## config.mk

```make
export PLATFORM = sky130hd
export DESIGN_NAME = acounter_updown_param
export DESIGN_NICKNAME = d
export VERILOG_FILES = /design/src/rtl/acounter_updown_param.sv
export SDC_FILE = /design/constraint.sdc
export NUM_CORES = 1
export LEC_CHECK = 0
export ABC_AREA = 0
export CAP_MARGIN = 20
export CORE_AREA = 2 2 39 41
export CTS_CLUSTER_SIZE = 25
export DETAILED_ROUTE_END_ITERATION = 12
export DIE_AREA = 0 0 41 43
export GPL_TIMING_DRIVEN = 0
export SLEW_MARGIN = 40
export SYNTH_ARGS = -nofsm -noshare
export SYNTH_HDL_FRONTEND = slang
export SYNTH_SLANG_ARGS = --single-unit
```

## constraint.sdc

```tcl
create_clock -name clk -period 1.3 [get_ports clk]
set_input_delay 0.195 -clock clk [delete_from_list [all_inputs] [get_ports clk]]
set_output_delay 0.195 -clock clk [all_outputs]
set_load 0.02 [all_outputs]
```

## src/rtl/acounter_updown_param.sv

```systemverilog
// Parametrised up/down modulo counter with prescaler, clamped load, wrap/saturate
// boundary handling, registered terminal-count pulse and sticky overflow flag.
module acounter_updown_param #(
    parameter int WIDTH    = 4,
    parameter int MODULUS  = 16,
    parameter int SATURATE = 0,
    parameter int PRESCALE = 1
) (
    input  logic             clk,
    input  logic             reset,
    input  logic             en,
    input  logic             dir,
    input  logic             load,
    input  logic [WIDTH-1:0] ld_val,
    input  logic             clr_ovf,
    output logic [WIDTH-1:0] cq,
    output logic             tc,
    output logic             ovf,
    output logic             tick
);

    localparam int PW = (PRESCALE > 1) ? $clog2(PRESCALE) : 1;
    localparam logic [WIDTH-1:0] CMAX = WIDTH'(MODULUS - 1);
    localparam logic [PW-1:0]    PMAX = PW'(PRESCALE - 1);
    localparam logic [WIDTH:0]   MODW = (WIDTH+1)'(MODULUS);

    generate
        if ((MODULUS < 2) || (MODULUS > (2 ** WIDTH))) begin : g_bad_modulus
            $error("acounter_updown_param: MODULUS must lie in 2..2**WIDTH");
        end
        if (PRESCALE < 1) begin : g_bad_prescale
            $error("acounter_updown_param: PRESCALE must be at least 1");
        end
    endgenerate

    logic [PW-1:0]    pcnt;
    logic             at_bound;
    logic             bnd;
    logic [WIDTH-1:0] ld_clamped;
    logic [WIDTH-1:0] cq_step;

    assign tick       = en & ~load & (pcnt == PMAX);
    assign at_bound   = dir ? (cq == CMAX) : (cq == '0);
    assign bnd        = tick & at_bound;
    assign ld_clamped = ({1'b0, ld_val} < MODW) ? ld_val : CMAX;

    // Boundary value depends on mode; stepping never leaves 0..MODULUS-1.
    always_comb begin
        cq_step = cq;
        if (at_bound) begin
            if (SATURATE != 0) cq_step = cq;
            else               cq_step = dir ? '0 : CMAX;
        end else begin
            cq_step = dir ? (cq + WIDTH'(1)) : (cq - WIDTH'(1));
        end
    end

    always_ff @(posedge clk or negedge reset) begin
        if (!reset) begin
            cq   <= '0;
            tc   <= 1'b0;
            ovf  <= 1'b0;
            pcnt <= '0;
        end else begin
            ovf <= (ovf & ~clr_ovf) | bnd;
            if (load) begin
                cq   <= ld_clamped;
                pcnt <= '0;
                tc   <= 1'b0;
            end else begin
                tc <= bnd;
                if (en) begin
                    pcnt <= (pcnt == PMAX) ? '0 : (pcnt + PW'(1));
                end
                if (tick) begin
                    cq <= cq_step;
                end
            end
        end
    end

endmodule

```

* Word-level counts from Yosys, hierarchy flattened
Index checks and enable logic that the tools add are counted.
Operators by class: $add $sub $neg 3, equality and inequality tests 1, multiplexer cells 10, bitwise logic cells 8, reductions and logical operators 3
Operator list (count):
- 2-to-1 mux 4 bit | 5
- 2-to-1 mux 1 bit | 5
- adder 4 x 1 -> 4 bit (second input constant) | 1
- bitwise AND 1 bit | 4
- == test 4 bit (second input constant) | 1
- zero test 4 bit | 1
- nonzero test 2 bit | 2
- subtractor 4 x 1 -> 4 bit (second input constant) | 1
- NOT 1 bit | 3
- adder 1 bit (second input constant) | 1
- bitwise OR 1 bit | 1
Storage, ports and cells: register bits 7, bits of input ports 10, output and inout port bits 7, logic and storage cells 29

* Longest topological paths before layout
word-level depth 5, mapped depth 6, mapped depth without buffers 6

* Worst setup path after synthesis
No wires, ideal clock.
kind register -> register, from register cq[0], to register cq[1], setup time 0.095 ns, data arrival time 1.437 ns, required time 1.205 ns, path slack -0.233 ns, stages on the path, launching flop included 5, buffers on the path 0, period minus slack after synthesis 1.533 ns, cell sequence dfrtp_1 > or4_4 > nor2_4 > a211oi_1 > o31ai_1
On the way: word-level cells in the longest chain between the ends 5, elaborated cells on any way between the ends 9, those cells by class add/sub (2); eq/ne (1); mux (5); reduce/logical (1)
Ends and longest elaborated chain:
- from (decl) | RTL line 16 | output logic [WIDTH-1:0] cq,
- from (signal assigned) | RTL line 67 | cq <= ld_clamped;
- from (signal assigned) | RTL line 76 | cq <= cq_step;
- subtractor 4 x 1 -> 4 bit, or another cell as far along | RTL line 54 | cq_step = dir ? (cq + WIDTH'(1)) : (cq - WIDTH'(1));
- 2-to-1 mux 4 bit / 2-to-1 mux 1 bit (equally long branches) | RTL line 54, 43
- 2-to-1 mux 4 bit (*) | RTL line 50 | if (at_bound) begin
- 2-to-1 mux 4 bit (*) | RTL line 75 | if (tick) begin
- 2-to-1 mux 4 bit (*) | RTL line 66 | if (load) begin
Mark *: on every way between the ends. The rest lies on a longest branch, timed or not. The select of a mux whose other input is x is not followed. A chain may end at the register's enable or synchronous reset.

* Worst setup path in the final report
from register cq[3], to register cq[2]
On the way: word-level cells in the longest chain between the ends 5, elaborated cells on any way between the ends 6, those cells by class eq/ne (1); mux (4); reduce/logical (1)
Ends and longest elaborated chain:
- == test 4 bit / zero test 4 bit (equally long branches) | RTL line 43 | assign at_bound = dir ? (cq == CMAX) : (cq == '0);
- 2-to-1 mux 1 bit (*) | RTL line 43
- 2-to-1 mux 4 bit (*) | RTL line 50
- 2-to-1 mux 4 bit (*) | RTL line 75
- 2-to-1 mux 4 bit (*) | RTL line 66
Marks and branches as above.

==> impl_results.html <==
<table>
<tr><th>Metric</th><th>Value</th></tr>
<tr><th colspan="2">Layout</th></tr>
<tr><td>Antenna Diode Count</td><td>0</td></tr>
<tr><td>Fillers</td><td>145</td></tr>
<tr><td>Number of nets in the finished design</td><td>77</td></tr>
<tr><td>Core occupancy in the finished layout</td><td>0.468</td></tr>
<tr><td>Area growth from synthesis to layout</td><td>60.9%</td></tr>
<tr><td>Share of post-route cells with drive strength above 1</td><td>0.371</td></tr>
<tr><th colspan="2">Power and ir drop</th></tr>
<tr><td>Sequential share of power</td><td>0.371</td></tr>
<tr><td>NetSw</td><td>0.000213 W</td></tr>
<tr><td>Overall power of the completed layout</td><td>0.000665 W</td></tr>
<tr><td>Power density over the cells</td><td>1030 nW/µm²</td></tr>
<tr><td>Share of total power in the clock network</td><td>0.248</td></tr>
<tr><td>Reported leakage power</td><td>0.296 nW</td></tr>
<tr><td>Peak supply drop</td><td>308 µV</td></tr>
<tr><td>Share of total power consumed by net switching</td><td>0.321</td></tr>
<tr><td>Power share of the combinational group</td><td>0.381</td></tr>
<tr><td>Cell Int Power</td><td>0.000451 W</td></tr>
<tr><th colspan="2">Clocking</th></tr>
<tr><td>Hold buffer count at cts</td><td>0</td></tr>
<tr><td>Clock Latency Late Sink</td><td>0.24 ns</td></tr>
<tr><td>Post-CTS clock slew at the launch and capture registers of the worst setup and hold paths</td><td>0.04 ns</td></tr>
<tr><td># clock sinks</td><td>6</td></tr>
<tr><td>H-tree levels</td><td>1</td></tr>
<tr><td>Root buffer cell</td><td>sky130_fd_sc_hd__clkbuf_4</td></tr>
<tr><td>TritonCTS clock tree</td><td>built</td></tr>
<tr><td>Clock Path Buffers</td><td>2</td></tr>
<tr><td>Number of clock buffers inserted by TritonCTS</td><td>3</td></tr>
<tr><th colspan="2">Detailed routing</th></tr>
<tr><td>Remaining design rule violation count</td><td>0</td></tr>
<tr><td>Via density per instance</td><td>4.78</td></tr>
<tr><td>DRT antenna net count</td><td>0</td></tr>
<tr><td>Drt wl/cell</td><td>12.1 µm</td></tr>
<tr><td>Vias</td><td>373</td></tr>
<tr><td>Number of violations reported at the end of detailed-routing iteration 0</td><td>4</td></tr>
<tr><td>DRT Pass-1 Iters</td><td>2</td></tr>
<tr><td>Final wirelength</td><td>946 µm</td></tr>
<tr><th colspan="2">STA</th></tr>
<tr><td>Worst max-slew margin expressed relative to the limit</td><td>0.823</td></tr>
<tr><td>Pins over their slew limit</td><td>0</td></tr>
<tr><td>Final setup violation count</td><td>5</td></tr>
<tr><td>Setup repair after global routing missed its margin</td><td>yes</td></tr>
<tr><td>Final-layout worst hold slack</td><td>0.192 ns</td></tr>
<tr><td>Post-route setup slack</td><td>-0.158 ns</td></tr>
<tr><td>Final Hold Violating Endpoints</td><td>0</td></tr>
<tr><td>Final critical-path required period</td><td>1.46 ns</td></tr>
<tr><td>Setup skew after layout</td><td>0.00453 ns</td></tr>
<tr><td>Peak Freq</td><td>0.686 GHz</td></tr>
<tr><td>Period utilization</td><td>1.12</td></tr>
<tr><td>Measured slew at the worst slew-check pin</td><td>0.265 ns</td></tr>
<tr><th colspan="2">Floorplanning</th></tr>
<tr><td>Width of the die</td><td>41 µm</td></tr>
<tr><td>Number of rows in the core area</td><td>14</td></tr>
<tr><td>Die height</td><td>43 µm</td></tr>
<tr><td>Floorplan core area</td><td>1380 µm²</td></tr>
<tr><td>Starting density of the core</td><td>0.291</td></tr>
<tr><td>Die outline area</td><td>1760 µm²</td></tr>
<tr><td>Top-level port count</td><td>17</td></tr>
<tr><th colspan="2">Yosys</th></tr>
<tr><td>Yosys warns</td><td>0</td></tr>
<tr><td>Sequential-to-total area share from yosys stat</td><td>0.373</td></tr>
<tr><td>Area of the mapped netlist</td><td>403 µm²</td></tr>
<tr><td>Post-synth ARST share</td><td>1.00</td></tr>
<tr><td>Largest cells by area after synthesis</td><td>sky130_fd_sc_hd__dfrtp_1 (37%), sky130_fd_sc_hd__ha_1 (6.2%), sky130_fd_sc_hd__fa_1 (5.0%)</td></tr>
<tr><td>Distinct cell type count of the synthesized netlist</td><td>24</td></tr>
<tr><td>Predominant post-synthesis flop cell</td><td>sky130_fd_sc_hd__dfrtp_1</td></tr>
<tr><td>Syn_area_per_cell</td><td>9.83 µm²</td></tr>
<tr><td>Flops &amp; latches, synth</td><td>6</td></tr>
<tr><td>Number of synthesized flops with an enable pin</td><td>0</td></tr>
<tr><td>Net count after synthesis</td><td>54</td></tr>
<tr><td>Post-Synthesis Cells</td><td>41</td></tr>
<tr><td>Area share of the leading cell type in the synthesized netlist</td><td>0.373</td></tr>
<tr><td>Largest area contributor in the netlist</td><td>sky130_fd_sc_hd__dfrtp_1</td></tr>
<tr><th colspan="2">Global routing</th></tr>
<tr><td>Number of antenna violations at the first check in global routing</td><td>0</td></tr>
<tr><td>Global routing usage summed across all routing layers</td><td>0.127</td></tr>
<tr><td>Vias in the first global route</td><td>331</td></tr>
<tr><td>GRT overflow</td><td>0</td></tr>
<tr><td>Pin count of the biggest net entering global routing</td><td>10</td></tr>
<tr><td>Wire length of the first global-routing pass</td><td>1440 µm</td></tr>
<tr><th colspan="2">Placed design</th></tr>
<tr><td>Buffers on Ports</td><td>15</td></tr>
<tr><td>Final HPWL from detailed placement</td><td>678 µm</td></tr>
<tr><td>Worst slack, placed</td><td>-0.605 ns</td></tr>
<tr><td>Final estimated routing congestion in global placement</td><td>0.704</td></tr>
<tr><th colspan="2">Setup path</th></tr>
<tr><td>Arrival time worst endpoint</td><td>1.60 ns</td></tr>
<tr><td>Critical Path Max Stage Delay</td><td>0.53 ns</td></tr>
<tr><td>Endpoint kind of the worst setup timing path</td><td>flop</td></tr>
<tr><td>Worst path required time</td><td>1.44 ns</td></tr>
<tr><td>Type of the setup path with the least slack</td><td>reg2reg</td></tr>
<tr><td>Peak fanout along the critical path</td><td>4</td></tr>
<tr><td>CP cell instances</td><td>or4_4 &gt; nor2_4 &gt; a211oi_1 &gt; o31ai_1</td></tr>
<tr><td>Master of the slowest instance on the critical path</td><td>sky130_fd_sc_hd__or4_4</td></tr>
<tr><td>Launching element type of the critical path</td><td>flop</td></tr>
<tr><th colspan="2">Min path</th></tr>
<tr><td>Classification of the worst-slack hold path</td><td>in2async</td></tr>
<tr><th colspan="2">Outcome</th></tr>
<tr><td>Violations in the final reports</td><td>setup timing</td></tr>
<tr><td>Status</td><td>finished, violations left</td></tr>
<tr><th colspan="2">Flow run</th></tr>
<tr><td>Max-cap viol count</td><td>0</td></tr>
</table>
[cell families after synthesis]
kind of cell,share of synthesized area
fa+ha+maj,0.112
simple gates,0.186
compound gates,0.196
flops,0.373
buf+inv,0.0466
xor+xnor,0.0870
[routing by layer]
layer	global-route usage	vias to the layer above	wire, µm	share of wire
li1	-	191	-	-
met1	0.165	170	446	0.47
met2	0.184	12	429	0.45
met3	0.0366	0	71	0.075
met4	0.0600	0	0	0
met5	0	-	0	0
[cells in the mapped netlist (2+ instances only)]
cell                       count
sky130_fd_sc_hd__a211oi_1      2
sky130_fd_sc_hd__xor2_1        2
sky130_fd_sc_hd__inv_1         3
sky130_fd_sc_hd__xnor2_1       2
sky130_fd_sc_hd__dfrtp_1       6
sky130_fd_sc_hd__ha_1          2
sky130_fd_sc_hd__o31ai_1       2
sky130_fd_sc_hd__nor2_1        3
sky130_fd_sc_hd__nand2_1       4
[critical path, delay by kind of cell, from the launching register on]
kind / cells / cell delay [ns]
AOI/OAI and AO/OA: 2 / 0.26
DFF: 1 / 0.42
and+or+nand+nor: 2 / 0.67
[cell usage in the layout (no fill, tap or decap), drive strengths merged, types with 2 or more instances in the layout]
| cell | count |
|---|---|
| dlygate4sd2 | 8 |
| clkdlybuf4s50 | 6 |
| dfrtp | 6 |
| nand2 | 4 |
| buf | 4 |
| nor2 | 4 |
| clkbuf | 3 |
| inv | 3 |
| and3 | 2 |
| xor2 | 2 |
| xnor2 | 2 |
| a211oi | 2 |
| o31ai | 2 |
| a21o | 2 |
| o21ai | 2 |
| ha | 2 |
[state kept, by name, summed over array words and instances (netlist names)]
name	flops
ovf	1
tc	1
cq	4
[what timing repair did]
item,CTS,global route
setup buffers,3,0
pin swaps,6,1
setup endpoints to repair,12,5
resized for setup,16,1
[metrics by stage]
stage,TNS (ns),instance area (µm²),instances
2_1_floorplan,-0.511,414,41
6_report,-0.459,648,78
4_1_cts,-0.387,648,78
5_1_grt,-0.669,648,78
3_5_place_dp,-3.02,584,72
3_3_place_gp,-3.01,584,72
[layout make-up]
type / count / area, µm² / area share
flip-flops and latches: 6 / 155 / 0.239
repair buffers: 18 / 168 / 0.259
multi-input cells: 31 / 264 / 0.407
clock buffers: 3 / 22.5 / 0.0347
inverters: 3 / 11.3 / 0.0174
well taps: 16 / 20.0 / 0.0309
plain buffers: 1 / 7.51 / 0.0116
[path summary, 6_finish.rpt]
check / from / to / slack [ns] / cells after the start
worst max-delay path: cq[3]$_DFFE_PN0P_ / cq[2]$_DFFE_PN0P_ / -0.16 / 4
worst min-delay path: reset / tc$_DFF_PN0_ / 0.19 / 1
worst max register to register: cq[3]$_DFFE_PN0P_ / cq[2]$_DFFE_PN0P_ / -0.16 / 4
worst min register to register: ovf$_DFF_PN0_ / ovf$_DFF_PN0_ / 0.48 / 1
min in group clk: load / cq[1]$_DFFE_PN0P_ / 0.21 / 2
max in group asynchronous: reset / cq[0]$_DFFE_PN0P_ / 0.87 / 1
[power groups by stage]
stage | combinational [W] | sequential, W | clock (W)
floorplan | 0.000114 | 0.000268 | 0
detailed placement | 0.000231 | 0.000253 | 0
finish | 0.000253 | 0.000246 | 0.000165
global route | 0.000283 | 0.000250 | 0.000181
CTS | 0.000254 | 0.000247 | 0.000174
global placement | 0.000227 | 0.000253 | 0
No activity file was read; power rests on OpenSTA's default activity.
==> edit: new RTL, same settings <==
The parameter `WIDTH` goes from 4 to 5.
--- a/src/rtl/acounter_updown_param.sv
+++ b/src/rtl/acounter_updown_param.sv
@@ -2,5 +2,5 @@
 // boundary handling, registered terminal-count pulse and sticky overflow flag.
 module acounter_updown_param #(
-    parameter int WIDTH    = 4,
+    parameter int WIDTH    = 5,
     parameter int MODULUS  = 16,
     parameter int SATURATE = 0,
Interface: changed (resized cq and ld_val); port bits go from 17 to 19. The function was not compared with the original's and may differ.
==> edit against the unedited design <==
The run still ends with negative setup slack left; routed wire length increased by 36%; via count increased by 33%; sequential cell count increased by 1; design area increased by 29%; setup slack got worse by 0.17 ns; sequential power increased by 19%; total power increased by 35%; synthesized area increased by 30%; sequential share of layout area decreased by 2.6 points; critical endpoint is now cq[3]; highest routed layer is now met4.
==> edit: results (changes against the unedited design) <==
Clock Latency Late Sink=about 0.25 ns; number of buffers on the longest clock path=2 (unchanged); number of search-and-repair iterations in the first detailed-routing pass=2 (unchanged); CP delay by family, top=flip-flops (was simple AND/OR/NAND/NOR gates); number of unique standard cell types used by synthesis=24 (unchanged); Static Leakage=0.385 nW (was 0.296 nW); count of filler cells inserted in the layout=126 (was 145); clock buffers created by TritonCTS=3 (unchanged); global routing usage on met2=27.5% (was 18.4%); Top FF cell, synth=dfrtp_1 (unchanged); final worst-path setup slack=-0.323 ns (was -0.158 ns); Worst EP arrival=1.74 ns (was 1.60 ns); Hold Crit Class=in -> async (unchanged); number of global-route vias before repair=498 (was 331); HPWL after detailed placement=958 µm (was 678 µm); worst stage delay on the critical path=0.43 ns (was 0.53 ns); CORE AREA=1380 µm² (unchanged); critical path class=reg -> reg (unchanged); slowest cell on the critical path=dfrtp_2 (was or4_4); Int Power=577 µW (was 451 µW); Setup Viol. Count Final=7 (was 5); Worst-path clk slew=about 0.050 ns; Synth Net Count=70 (was 54); buffer cell driving the clock tree root=clkbuf_4 (unchanged); count of port buffers added during placement=17 (was 15); largest cells by area after synthesis=dfrtp_1 34%, ha_1 7.2%, nor2_1 5.0% (was dfrtp_1 37%, ha_1 6.2%, fa_1 5.0%); met3 usage=2.62% (was 3.66%); status=finished with violations (unchanged); Synth async-reset ratio=100% (unchanged); skew final=0.00184 ns (was 0.00453 ns); antenna violations before repair=0 (unchanged); pre-CTS setup slack=-0.916 ns (was -0.605 ns); placer's final routability congestion estimate=0.695 (was 0.704); largest registers=cq x5, ovf x1, tc x1 (was cq x4, ovf x1, tc x1); total of warnings raised by yosys=0 (unchanged); H-tree levels=1 (unchanged); maximum vdd ir drop=0.537 mV (was 0.308 mV); commonest cells in the synthesized netlist=7 x dfrtp_1, 7 x nor2_1, 5 x inv_1 (was 6 x dfrtp_1, 4 x nand2_1, 3 x inv_1, 3 x nor2_1); maximum fanout along the worst path=4 (unchanged); routed wire length per instance=13.2 µm (was 12.1 µm); layout net count=98 (was 77); violations in the final reports=negative setup slack (unchanged); pin count of the biggest net entering global routing=10 (unchanged); met1 global-route usage=21.2% (was 16.5%); Worst slew margin=71.2% (was 82.3%); number of diodes=0 (unchanged); global-route wire length before repair=2040 µm (was 1440 µm); DRC violation total after the first TritonRoute iteration=3 (was 4); GRT Util Overall=17.4% (was 12.7%); share of cells above drive strength 1=37.8% (was 37.1%); reg-to-reg startpoint=cq[1] (was cq[3]); sequential share of the synthesized area=33.6% (was 37.3%); via-per-instance ratio=5.05 (was 4.78)
edit: per-layer routing:
layer,vias to the layer above,part of all wire [%]
li1,249,-
met1,236,43
met2,8,54
met3,2,2.9
met4,0,0.46
met5,-,0
edit: path summary, 6_finish.rpt:
| check | to | slack (ns) | depth (start not counted) |
|---|---|---|---|
| setup / recovery | cq[3] | -0.32 | 7 |
| hold / removal | ovf | 0.20 | 1 |
| setup reg to reg | cq[3] | -0.32 | 7 |
| hold reg to reg | ovf | 0.50 | 1 |
| max in group asynchronous | cq[0] | 0.84 | 1 |
| min in group clk | cq[0] | 0.33 | 2 |
edit: kinds of logic after synthesis:
family          share of synthesized area [%]
compound gates                           17.3
xor+xnor                                 5.04
fa+ha+maj                                11.0
buf+inv                                  4.32
flops                                    33.6
mux                                      6.71
simple gates                             22.1
edit: repair_timing:
action	in CTS	in global routing
gates resized for setup	25	5
setup buffers	5	1
setup endpoints to repair	14	8
pin swaps	6	6
hold buffers	0	0
edit: cell type report:
type	count	area (µm²)	area share, %
Timing Repair Buffer	23	210	25.2
Multi-Input combinational cell	42	377	45.2
Sequential cell	7	178	21.3
Clock buffer	4	26.3	3.15
Inverter	5	18.8	2.25
Buffer	1	3.75	0.450
Tap cell	16	20.0	2.40
edit: power groups by stage:
| stage | clock network (mW) | registers, mW | logic (mW) |
|---|---|---|---|
| 2_1_floorplan | 0 | 0.326 | 0.189 |
| 3_3_place_gp | 0 | 0.300 | 0.356 |
| 3_5_place_dp | 0 | 0.301 | 0.357 |
| 4_1_cts | 0.205 | 0.292 | 0.396 |
| 5_1_grt | 0.207 | 0.298 | 0.454 |
| 6_report | 0.191 | 0.293 | 0.415 |
edit: through the flow:
step | TNS, ns | cell area (µm²) | cells | total power [mW] | hold WS, ns
global route | -2.01 | 833 | 98 | 0.959 | 0.228
global placement | -4.39 | 736 | 88 | 0.656 | 0.462
finish | -1.59 | 833 | 98 | 0.899 | 0.203
CTS | -1.47 | 816 | 97 | 0.893 | 0.202
floorplan | -1.16 | 546 | 55 | 0.514 | -0.101
detailed placement | -4.41 | 736 | 88 | 0.657 | 0.477
